[config.mk]
export PLATFORM = sky130hd
export DESIGN_NAME = e_mdu_ctrl
export DESIGN_NICKNAME = d
export VERILOG_FILES = /design/src/rtl/e_mdu_ctrl.sv
export SDC_FILE = /design/constraint.sdc
export NUM_CORES = 1
export LEC_CHECK = 0
export BUFFER_PORTS_ARGS = -buffer_cell sky130_fd_sc_hd__clkbuf_2
export CAP_MARGIN = 20
export CORE_AREA = 2 2 39 41
export CTS_CLUSTER_SIZE = 10
export DETAILED_ROUTE_END_ITERATION = 7
export DIE_AREA = 0 0 41 43
export PLACE_DENSITY = 0.67
export SLEW_MARGIN = 20
export SYNTH_ARGS = -nofsm -noshare
export SYNTH_HDL_FRONTEND = slang
export SYNTH_SLANG_ARGS = --single-unit
[constraint.sdc]
create_clock -name clk -period 1.4 [get_ports clk]
set_input_delay 0.28 -clock clk [delete_from_list [all_inputs] [get_ports clk]]
set_output_delay 0.28 -clock clk [all_outputs]
set_load 0.01 [all_outputs]
[src/rtl/e_mdu_ctrl.sv]
// E-stage MDU issue/sequencing controller: gates MDU ops, tracks mult/div latency, drives stall.
// Optional feature macro MDU_STALL_CNT_EN adds the 32-bit stall_cnt output and its counter.
module e_mdu_ctrl #(
  parameter int MULT_LAT = 5,
  parameter int DIV_LAT  = 10,
  parameter int CNT_W    = 4
) (
  input  logic             clk,
  input  logic             reset,
  input  logic             req,
  input  logic             e_valid,
  input  logic [3:0]       e_op,
  output logic [3:0]       mdu_op,
  output logic             busy,
  output logic             stall,
  output logic             done,
  output logic [CNT_W-1:0] run_cnt
`ifdef MDU_STALL_CNT_EN
  ,
  output logic [31:0]      stall_cnt
`endif
);

  typedef enum logic {
    IDLE = 1'b0,
    RUN  = 1'b1
  } state_t;

  state_t           state_q, state_d;
  logic [CNT_W-1:0] run_cnt_q, run_cnt_d;

  logic is_mdu;
  logic is_long;
  logic is_mult;
  logic issue;

  always_comb begin
    is_mdu  = (e_op >= 4'd1) && (e_op <= 4'd8);
    is_long = (e_op >= 4'd1) && (e_op <= 4'd4);
    is_mult = (e_op == 4'd1) || (e_op == 4'd2);
    issue   = e_valid && is_mdu && !req && (state_q == IDLE);
  end

  always_comb begin
    state_d   = state_q;
    run_cnt_d = run_cnt_q;
    case (state_q)
      IDLE: begin
        if (issue && is_long) begin
          state_d   = RUN;
          run_cnt_d = is_mult ? CNT_W'(MULT_LAT) : CNT_W'(DIV_LAT);
        end
      end
      RUN: begin
        // req never cancels a running op: it belongs to an older, committed instruction
        if (run_cnt_q == CNT_W'(1)) begin
          state_d   = IDLE;
          run_cnt_d = '0;
        end else begin
          run_cnt_d = run_cnt_q - CNT_W'(1);
        end
      end
      default: begin
        state_d   = IDLE;
        run_cnt_d = '0;
      end
    endcase
  end

  always_ff @(posedge clk or negedge reset) begin
    if (!reset) begin
      state_q   <= IDLE;
      run_cnt_q <= '0;
    end else begin
      state_q   <= state_d;
      run_cnt_q <= run_cnt_d;
    end
  end

  always_comb begin
    mdu_op  = issue ? e_op : 4'd0;
    busy    = (issue && is_long) || (state_q == RUN);
    stall   = e_valid && is_mdu && (state_q == RUN);
    done    = (state_q == RUN) && (run_cnt_q == CNT_W'(1));
    run_cnt = run_cnt_q;
  end

`ifdef MDU_STALL_CNT_EN
  logic [31:0] stall_cnt_q, stall_cnt_d;

  always_comb begin
    stall_cnt_d = stall_cnt_q + (stall ? 32'd1 : 32'd0);
  end

  always_ff @(posedge clk or negedge reset) begin
    if (!reset) begin
      stall_cnt_q <= '0;
    end else begin
      stall_cnt_q <= stall_cnt_d;
    end
  end

  assign stall_cnt = stall_cnt_q;
`endif

endmodule

==> results.md, run 1 <==
* Tcrit/Tclk final at 1.11
* # placed instances at 90
* Synthesized area at 395 sq um
* Post-synth EDFFs at 0
* Slowest-stage cell, CP: dfrtp_1
* HP Class: in2async
* Post-Synthesis Cells at between 40 and 50
* Post-route minimum period at 1.56 ns
* Drt wl/cell at ~13 microns
* Cell Area, Placed at 574 sq um
* Final Non-Filler Cells at a little over 100
* CP startpoint: run_cnt[1]
* Detail Placement HPWL at 789 microns
* Die area at 1760 sq um
* Top cells by area, synth: dfrtp_1, o21ai_0, and2_1
* Seq cells post-synth at 5
* Status: finished, violations left
* Fmax at 641 MHz
* GPL Wtd Cong at 0.794
* Gr usage total at 0.188
* Port Buf Inserts at 18
* Routed via count at 509
* Share of cells above drive strength 1 at 0.674
* H-tree lvl count at 1
* Maximum vdd drop at slightly above 1 mV
* Die H at 43 microns
* Nets at 97
* WP data arrival at 1.28 ns
* Initial Util at 0.286
* Setup ws final at -0.160 ns
* Filler Cell Count at 118
* Initial DRC count at 4
* Detailed Routing Iterations Pass 1 at 4
* Largest net degree at the start of global routing at 7
* First-pass GRT wire length at between 2000 and 2500 microns
* Vias in the first global route at 500
* Async S/R FF share, synth at 1.00
* Final slew viol count at 0
* DP Worst Slack at -0.0480 ns
* Most common cell in the netlist: o21ai_0
* I/O pin cnt at 19
* Layout area overhead at 107%
* Endpoints failing hold at 0
* Warning count from the yosys run at 0
* MaxCap Viol Count at 0
* Initial antenna violation count at 0
* Slew margin rel. at 0.806
* Clk sinks at 5
* Worst setup EP type: output pin
* Critical Path Fanout Max at 2
* RSZ-0062 raised after global routing: yes
* Failing checks: setup timing
* Top FF cell, synth: dfrtp_1
* Final Setup Violations at 4
* Pwr dens at 1860 nW/um^2
* N_diodes at 0
* Row cnt at 14
* Clock Latency Late Sink at approximately 0.25 ns
* Vias per inst at 4.99
* Critical R2R Launch: run_cnt[0]
* Max clock buf depth at 2
* Avg Cell Area, Syn at 8.24 sq um
* CP peak stage delay at 0.38 ns
* Total congestion overflow at 0
* Post-synth top cells: o21ai_0, dfrtp_1
* DRC Markers at 0
* Total Power at roughly 0.0015 W
* Leakage at 0.391 nW
* Final WL at approximately 1300 microns
* Antenna-violating nets left at 0
* CTS Root Cell: clkbuf_4
* Slew @ Worst Pin at 0.290 ns
* Die W at around 41 microns
* Post-synth top area share at 0.316
* Worst clock skew at 0.00658 ns
* Core Region at between 1000 and 1500 sq um
* Setup CP Type: reg2out
* Register area share after synthesis at 0.316
* Worst-path clk slew at 0.05 ns
* CTS buffer count at 3
* Yosys cell types at 23
* Final instance area at just over 800 sq um
* Critical-path cell list: inv_2 > ha_4 > nor3b_4 > and2_4 > buf_6
* Layout Utilization at 0.591
* CTS tree: built
* Post-Syn Nets at 58
* Startpoint Class: flop
* Required time of the critical path at roughly 1.1 ns
* Cell taking the most area after synthesis: dfrtp_1
-- worst paths after layout --
kind	endpoint	slack, ns	cells after the start
max	done	-0.16	5
min	run_cnt[2]	0.38	2
max reg2reg	run_cnt[3]	-0.10	6
min reg2reg	run_cnt[1]	0.74	3
max in group asynchronous	state_q	0.88	2
min in group clk	run_cnt[2]	0.47	4
-- stage by stage --
stage	setup TNS [ns]	hold slack (ns)
after floorplan	0	-0.0156
after global placement	-0.0613	0.108
after detailed placement	-0.129	0.105
after CTS	-0.391	0.381
after global routing	-0.690	0.396
final	-0.354	0.380
-- repair_timing --
action,4_1_cts,5_1_grt
resized for setup,23,18
buffers inserted,8,1
gates cloned,0,0
hold buffers,1,0
hold endpoints to repair,5,0
endpoints found under the setup margin,8,9
pin swaps,8,13
-- power by group --
group | internal (W) | switching [W] | total [W] | leakage [nW]
Combinational | 0.000592 | 0.000438 | 0.00103 | 0.316
Clock | 0.000108 | 0.0000655 | 0.000174 | 0.0150
Sequential | 0.000218 | 0.0000981 | 0.000316 | 0.0607
-- layer usage --
layer,wire length [microns],part of all wire,GRT usage
met1,516,0.39,0.207
met4,7,0.0052,0.0600
met2,722,0.54,0.309
met5,0,0,0
met3,90,0.067,0.0785
-- state kept, by name, summed over array words and instances, names as in the netlist --
register / count
run_cnt: 4
state_q: 1
-- cells in the final DEF (no fill, tap or decap) --
master and n:
buf_4 14, clkbuf_2 10, dfrtp_1 5, buf_6 4, inv_2 3, nor3_4 3
and2_1 3, nor2_1 3, o21ai_0 3, clkbuf_4 3, clkbuf_8 3, buf_2 3
nand2_2 2, nand2_1 2, o21ai_1 2, nand2b_4 1, o21ai_2 1, nor4b_4 1
nor2_4 1, or2_2 1, a21oi_2 1, nor3b_4 1, and2_4 1, xnor2_1 1
or4_1 1, nor3_1 1, mux2_2 1, inv_1 1, nor4bb_4 1, nor4_1 1
o211ai_1 1, o21a_1 1, o22ai_2 1, mux2i_1 1, ha_2 1, ha_4 1
clkbuf_1 1, dlygate4sd3_1 1
-- critical path, delay by kind of cell, from the launching register on --
family	cells	cell delay, ns
DFF	1	0.38
and+or+nand+nor	2	0.35
buffers and inverters	2	0.17
adders and majority gates	1	0.13
-- kinds of logic (layout without fill, tap and decap cells) --
| kind of cell | Yosys count | count (layout) | share of synthesized area |
|---|---|---|---|
| flops | 5 | 5 | 0.316 |
| buf+inv | 5 | 43 | 0.0474 |
| compound gates | 10 | 10 | 0.158 |
| mux | 2 | 2 | 0.0538 |
| xor+xnor | 1 | 1 | 0.0222 |
| fa+ha+maj | 2 | 2 | 0.0633 |
| simple gates | 23 | 23 | 0.339 |
-- cell type report --
cell class	instances	area, sq um	area share
Sequential cell	5	125	0.153
Timing Repair Buffer	35	267	0.326
Multi-Input combinational cell	38	365	0.446
Inverter	4	15.0	0.0183
Clock buffer	4	26.3	0.0321
Tap cell	16	20.0	0.0245
No activity file was read; power rests on OpenSTA's default activity.
==> inputs of run 2 (changes only) <==
--- a/config.mk
+++ b/config.mk
@@ -11,7 +11,7 @@
 export CTS_CLUSTER_SIZE = 10
 export DETAILED_ROUTE_END_ITERATION = 7
 export DIE_AREA = 0 0 41 43
-export PLACE_DENSITY = 0.67
+export PLACE_DENSITY = 0.58
 export SLEW_MARGIN = 20
 export SYNTH_ARGS = -nofsm -noshare
 export SYNTH_HDL_FRONTEND = slang
==> run 2 against run 1 <==
The flow still finishes with violations (setup timing). Die area stayed put. Hold slack hardly changed. Critical path depth stayed put. Global-route usage is 1.5 points lower. Combinational power hardly changed. Final cell count stayed put. Sequential cell count stayed put. Utilization is 2.8 points lower. Clock power is 4% higher. Critical endpoint unchanged. Largest power group unchanged.
==> results.md, run 2 (synthesis gave the netlist of run 1 again) <==
* Worst hold margin at 0.380 ns (+0.000265 ns)
* Startpoint Class: flop
* Endpoints failing hold at 0 (unchanged)
* Layout Utilization at 0.563 (-0.0280)
* Antenna-violating nets left at 0 (unchanged)
* Clock power share at 0.120 (+0.006)
* CTS tree: built
* Gr usage total at 0.173 (-0.0147)
* Status: finished, violations left
* Total congestion overflow at 0 (unchanged)
* DRC Markers at 0 (unchanged)
* R2r setup slk at -0.14 ns (-0.04 ns)
* Die area at 1760 sq um (unchanged)
* First-pass GRT wire length at 1990 microns (-9.7%)
* Critical R2R Launch: run_cnt[0]
* I/O pin cnt at 19 (unchanged)
* Maximum vdd drop at 1.02 mV (-0.15%)
* Power Internal at 0.000908 W (-1.1%)
* Slew @ Worst Pin at 0.299 ns (+0.00910 ns)
* DP Worst Slack at -0.0824 ns (-0.0344 ns)
* Final WL at 1410 microns (+5.2%)
* RSZ-0062 raised after global routing: yes
* Die W at 41 microns (unchanged)
* Setup TNS at -0.390 ns (-0.0360 ns)
* Routed via count at 491 (-3.5%)
* Detailed Routing Iterations Pass 1 at 4 (unchanged)
* Filler Cell Count at 126 (+6.8%)
* Layout area overhead at 97.2%
* Final Setup Violations at 3 (-1)
* Final Non-Filler Cells at 102 (unchanged)
* H-tree lvl count at 1 (unchanged)
* Failing checks: setup timing
* Detail Placement HPWL at 830 microns (+5.3%)
* N_diodes at 0 (unchanged)
* Register share of total power at 0.192 (-0.016)
* Required time of the critical path at 1.12 ns (about the same)
* Vias per inst at 4.81 (-3.5%)
* Clock Latency Late Sink at 0.25 ns (about the same)
* Row cnt at 14 (unchanged)
* Largest net degree at the start of global routing at 8 (+1)
* Fmax at 632 MHz (-1.4%)
* Worst setup EP type: output pin
* Share of cells above drive strength 1 at 0.651 (-0.0233)
* CTS Root Cell: clkbuf_4
* Max clock buf depth at 2 (unchanged)
* CTS buffer count at 3 (unchanged)
* Final slew viol count at 0 (unchanged)
* Tcrit/Tclk final at 1.13 (+0.0154)
* Core Region at 1380 sq um (unchanged)
* Comb pwr share at 0.688 (+0.010)
* Setup CP Type: reg2out
* Vias in the first global route at 480 (-4.0%)
* Largest register FFs at 4 (unchanged)
* Initial DRC count at 7 (+3)
* Worst clock skew at 0.00987 ns (+0.00329 ns)
* Pwr dens at 1930 nW/um^2 (+3.9%)
* MaxCap Viol Count at 0 (unchanged)
* HP Class: in2async
* FF-to-FF End: run_cnt[3]
* GPL Wtd Cong at 0.763 (-3.9%)
* Post-route minimum period at 1.58 ns (+0.0216 ns)
* Leakage at 0.379 nW (-3.2%)
* Most common cell after layout, fill and taps aside: buf_4
* Setup ws final at -0.182 ns (-0.0216 ns)
* Die H at 43 microns (unchanged)
* WP data arrival at 1.30 ns (+0.02 ns)
* Nets at 97 (unchanged)
* Commonest cells after routing, fill and taps aside: buf_4, clkbuf_2, buf_2, dfrtp_1
* Drt wl/cell at 13.8 microns (+5.2%)
* CP startpoint: run_cnt[1]
* Clk sinks at 5 (unchanged)
* # placed instances at 89 (-1.1%)
* Critical Path Fanout Max at 2 (unchanged)
* Crit path capture: done
* Net Switching at 0.000597 W (-0.79%)
* Switching Fraction at 0.397 (+0.000845)
* Worst-path clk slew at 0.06 ns (about the same)
* Initial antenna violation count at 0 (unchanged)
* Port Buf Inserts at 18 (unchanged)
* FF-to-FF path depth at 6 (unchanged)
* Initial Util at 0.286 (unchanged)
* Slew margin rel. at 0.799 (-0.00709)
==> run 2: through the flow <==
stage | area (sq um) | total power, W
2_1_floorplan | 400 | 0.000655
5_1_grt | 779 | 0.00161
6_report | 779 | 0.00150
3_3_place_gp | 567 | 0.000950
4_1_cts | 708 | 0.00135
3_5_place_dp | 567 | 0.000957
==> run 2: worst max-delay path: stages (launching register included) <==
cell     delay, ns
dfrtp_1       0.38
inv_2         0.08
ha_4          0.13
nor3b_4       0.19
and2_4        0.17
buf_6         0.09
==> run 2: what timing repair did <==
item / 4_1_cts / 5_1_grt
gates resized for setup: 17 / 18
buffers inserted: 4 / 4
hold endpoints to repair: 5 / 0
endpoints found under the setup margin: 8 / 9
hold buffers: 1 / 0
pin swaps: 5 / 10
==> run 2: layout make-up <==
| cell class | count | area, sq um | share of cell area |
|---|---|---|---|
| Clock buffer | 4 | 26.3 | 0.0337 |
| Sequential cell | 5 | 125 | 0.161 |
| Tap cell | 16 | 20.0 | 0.0257 |
| Inverter | 4 | 15.0 | 0.0193 |
| Multi-Input combinational cell | 38 | 357 | 0.457 |
| Timing Repair Buffer | 35 | 236 | 0.303 |
==> run 2: routing by layer <==
| layer | routed length [microns] | track usage |
|---|---|---|
| met4 | 44 | 0.160 |
| met1 | 506 | 0.179 |
| met5 | 0 | 0 |
| met2 | 784 | 0.278 |
| met3 | 69 | 0.0209 |
==> run 2: worst min path at each step <==
stage | from | endpoint | slack (ns)
after floorplan | reset | run_cnt[0] | -0.02
after global placement | reset | run_cnt[1] | 0.11
after detailed placement | reset | run_cnt[1] | 0.11
after CTS | reset | run_cnt[1] | 0.38
after global routing | reset | run_cnt[1] | 0.38
final | reset | run_cnt[1] | 0.38
==> run 2: power groups by stage <==
stage / Sequential, W / Combinational [W] / Clock, W
3_3_place_gp: 0.000268 / 0.000683 / 0
4_1_cts: 0.000287 / 0.000883 / 0.000182
3_5_place_dp: 0.000269 / 0.000688 / 0
2_1_floorplan: 0.000309 / 0.000345 / 0
5_1_grt: 0.000295 / 0.00113 / 0.000194
6_report: 0.000289 / 0.00104 / 0.000181
==> inputs of run 3 (changes only) <==
--- a/config.mk
+++ b/config.mk
@@ -5,13 +5,14 @@
 export SDC_FILE = /design/constraint.sdc
 export NUM_CORES = 1
 export LEC_CHECK = 0
+export ABC_AREA = 1
 export BUFFER_PORTS_ARGS = -buffer_cell sky130_fd_sc_hd__clkbuf_2
 export CAP_MARGIN = 20
 export CORE_AREA = 2 2 39 41
 export CTS_CLUSTER_SIZE = 10
 export DETAILED_ROUTE_END_ITERATION = 7
 export DIE_AREA = 0 0 41 43
-export PLACE_DENSITY = 0.58
+export PLACE_DENSITY = 0.61
 export SLEW_MARGIN = 20
 export SYNTH_ARGS = -nofsm -noshare
 export SYNTH_HDL_FRONTEND = slang
==> constraint.sdc (replaced) <==
create_clock -name clk -period 1.3 [get_ports clk]
set_input_delay 0.26 -clock clk [delete_from_list [all_inputs] [get_ports clk]]
set_output_delay 0.26 -clock clk [all_outputs]
set_load 0.01 [all_outputs]
==> run 3 against run 2 <==
Area after synthesis is 9.8% higher. Clock power is 6% lower. Synthesized cell count is 33% higher. Count of clock-buffer cells in the layout stayed put. The run still ends with setup timing left. First-iteration DRC count is 57% lower. Register-to-register slack improved by 0.24 ns. Non-clock buffer count decreased by 6. Sequential cell count unchanged. Combinational power shrank 10%. Critical path depth decreased by 1. Final area shrank 7.9%. Die area did not move.
==> results.md, run 3 <==
* Status: finished, violations left
* Layout area overhead at 65.4%
* Startpoint Class: flop
* Commonest cells after routing, fill and taps aside: nand2_1, clkbuf_2, buf_4, nor2_1, buf_2
* Gr usage total at 0.144 (-0.0295)
* Worst clock skew at 0.000734 ns (-0.00914 ns)
* Slew @ Worst Pin at 0.222 ns (-0.0767 ns)
* Maximum vdd drop at 1.25 mV (+23%)
* Clock Latency Late Sink at 0.23 ns (-0.02 ns)
* MaxCap Viol Count at 0 (unchanged)
* Core Region at 1380 sq um (unchanged)
* Most common cell after layout, fill and taps aside: nand2_1
* Setup CP Type: reg2out
* Async S/R FF share, synth at 1.00 (unchanged)
* RSZ-0062 raised after global routing: yes
* Row cnt at 14 (unchanged)
* Nets at 108 (+11%)
* Cell taking the most area after synthesis: dfrtp_1
* WP data arrival at 1.10 ns (-0.20 ns)
* Share of cells above drive strength 1 at 0.526 (-0.125)
* Drt wl/cell at 9.30 microns (-32%)
* Synthesized area at 434 sq um (+9.8%)
* Filler Cell Count at 137 (+8.7%)
* Final WL at 1050 microns (-25%)
* Initial antenna violation count at 0 (unchanged)
* Final instance area at 718 sq um (-7.9%)
* Critical-path cell list: nor2_4 > nand2_2 > nor2_1 > buf_2
* Avg Cell Area, Syn at 6.78 sq um (-18%)
* Initial DRC count at 3 (-4)
* Max clock buf depth at 2 (unchanged)
* Worst-path clk slew at 0.04 ns (-0.02 ns)
* Detailed Routing Iterations Pass 1 at 2 (-2)
* Vias in the first global route at 457 (-4.8%)
* Routed via count at 504 (+2.6%)
* DP Worst Slack at -0.0489 ns (+0.0335 ns)
* Die area at 1760 sq um (unchanged)
* Cell Area, Placed at 582 sq um (+2.6%)
* Post-synth top area share at 0.288 (-0.0283)
* N_diodes at 0 (unchanged)
* GPL Wtd Cong at 0.781 (+2.4%)
* Top FF cell, synth: dfrtp_1
* Endpoints failing hold at 0 (unchanged)
* Post-synth top cells: nand2_1, nor2_1, inv_1, nand3_1
* Warning count from the yosys run at 0 (unchanged)
* Required time of the critical path at 1.04 ns (-0.08 ns)
* I/O pin cnt at 19 (unchanged)
* DRC Markers at 0 (unchanged)
* Failing checks: setup timing
* # placed instances at 103 (+16%)
* First-pass GRT wire length at 1700 microns (-15%)
* HP Class: in2async
* Die H at 43 microns (unchanged)
* Pwr dens at 1980 nW/um^2 (+2.8%)
* Vias per inst at 4.46 (-7.3%)
* Setup TNS at -0.282 ns (+0.108 ns)
* Slew margin rel. at 0.852 (+0.0530)
* Final Setup Violations at 6 (+3)
* CTS buffer count at 3 (unchanged)
* Port Buf Inserts at 18 (unchanged)
* Die W at 41 microns (unchanged)
* Leakage at 0.383 nW (+1.0%)
* Largest net degree at the start of global routing at 8 (unchanged)
* Worst setup EP type: output pin
* H-tree lvl count at 1 (unchanged)
* CTS Root Cell: clkbuf_4
* Yosys cell types at 18 (-22%)
* Total congestion overflow at 0 (unchanged)
* Antenna-violating nets left at 0 (unchanged)
* Register area share after synthesis at 0.288 (-0.0283)
* Clk sinks at 5 (unchanged)
* Tcrit/Tclk final at 1.05
* Final Non-Filler Cells at 113 (+11%)
* Largest register FFs at 4 (unchanged)
* Post-route minimum period at 1.36 ns
* Final slew viol count at 0 (unchanged)
* Initial Util at 0.314 (+0.0280)
* Post-synth EDFFs at 0 (unchanged)
* CP peak stage delay at 0.44 ns (+0.06 ns)
* Critical Path Fanout Max at 4 (+2)
* Fmax at 736 MHz
* CTS tree: built
* Top cells by area, synth: dfrtp_1, nand2_1, nor2_1
* Slowest-stage cell, CP: dfrtp_2
* Total Power at 0.00142 W (-5.3%)
* Post-Synthesis Cells at 64 (+33%)
* Post-Syn Nets at 74 (+28%)
* Most common cell in the netlist: nand2_1
* Setup ws final at -0.0587 ns (+0.123 ns)
* Detail Placement HPWL at 783 microns (-5.6%)
* Seq cells post-synth at 5 (unchanged)
* FF-to-FF path depth at 6 (unchanged)
-- run 3: repair_timing --
action / 4_1_cts / 5_1_grt
pin swaps: 6 / 6
endpoints found under the hold margin: 5 / 0
endpoints found under the setup margin: 7 / 9
buffers inserted: 4 / 2
hold buffers: 1 / 0
gates resized for setup: 11 / 12
-- run 3: path summary, 6_finish.rpt --
check / start / end / slack (ns)
setup / recovery: state_q / mdu_op[3] / -0.06
hold / removal: reset / run_cnt[0] / 0.37
setup reg to reg: run_cnt[0] / run_cnt[1] / 0.10
hold reg to reg: run_cnt[3] / run_cnt[3] / 0.56
max in group asynchronous: reset / state_q / 0.78
min in group clk: req / state_q / 0.54
-- run 3: through the flow --
| step | utilization | hold WS [ns] |
|---|---|---|
| floorplan | - | -0.0356 |
| global placement | 0.420 | 0.0764 |
| detailed placement | 0.420 | 0.0766 |
| CTS | 0.495 | 0.357 |
| global route | 0.519 | 0.371 |
| finish | 0.519 | 0.373 |
-- run 3: cells by family (layout without fill, tap and decap cells) --
| family | after synthesis | count (layout) | share of synthesized area |
|---|---|---|---|
| and+or+nand+nor | 40 | 40 | 0.467 |
| xor gates and xnor gates | 1 | 1 | 0.0202 |
| DFF | 5 | 5 | 0.288 |
| AOI/OAI and AO/OA | 7 | 7 | 0.0893 |
| buffers and inverters | 9 | 42 | 0.0778 |
| adders and majority gates | 2 | 2 | 0.0576 |
-- run 3: layer usage --
| layer | part of all wire | GRT usage | vias up |
|---|---|---|---|
| met5 | 0 | 0 | - |
| met4 | 0 | 0.0933 | 0 |
| met3 | 0.045 | 0.0366 | 0 |
| met2 | 0.53 | 0.225 | 16 |
| met1 | 0.43 | 0.162 | 218 |
| li1 | - | - | 270 |
-- run 3: where the power goes --
part	switching, W	internal (W)
logic	0.000484	0.000451
registers	0.0000808	0.000238
clock network	0.0000556	0.000116
-- run 3: area by class of cell --
cell class              count  area [sq um]  area share
repair buffers             29           181       0.253
inverters                   9          36.3      0.0505
well taps                  16          20.0      0.0279
clock buffers               4          26.3      0.0366
flip-flops and latches      5           126       0.176
multi-input cells          50           328       0.456
-- run 3: worst max-delay path, delay by kind of cell (launching register included) --
kind | cells | cell delay (ns)
DFF | 1 | 0.44
and+or+nand+nor | 3 | 0.29
buffers and inverters | 1 | 0.13
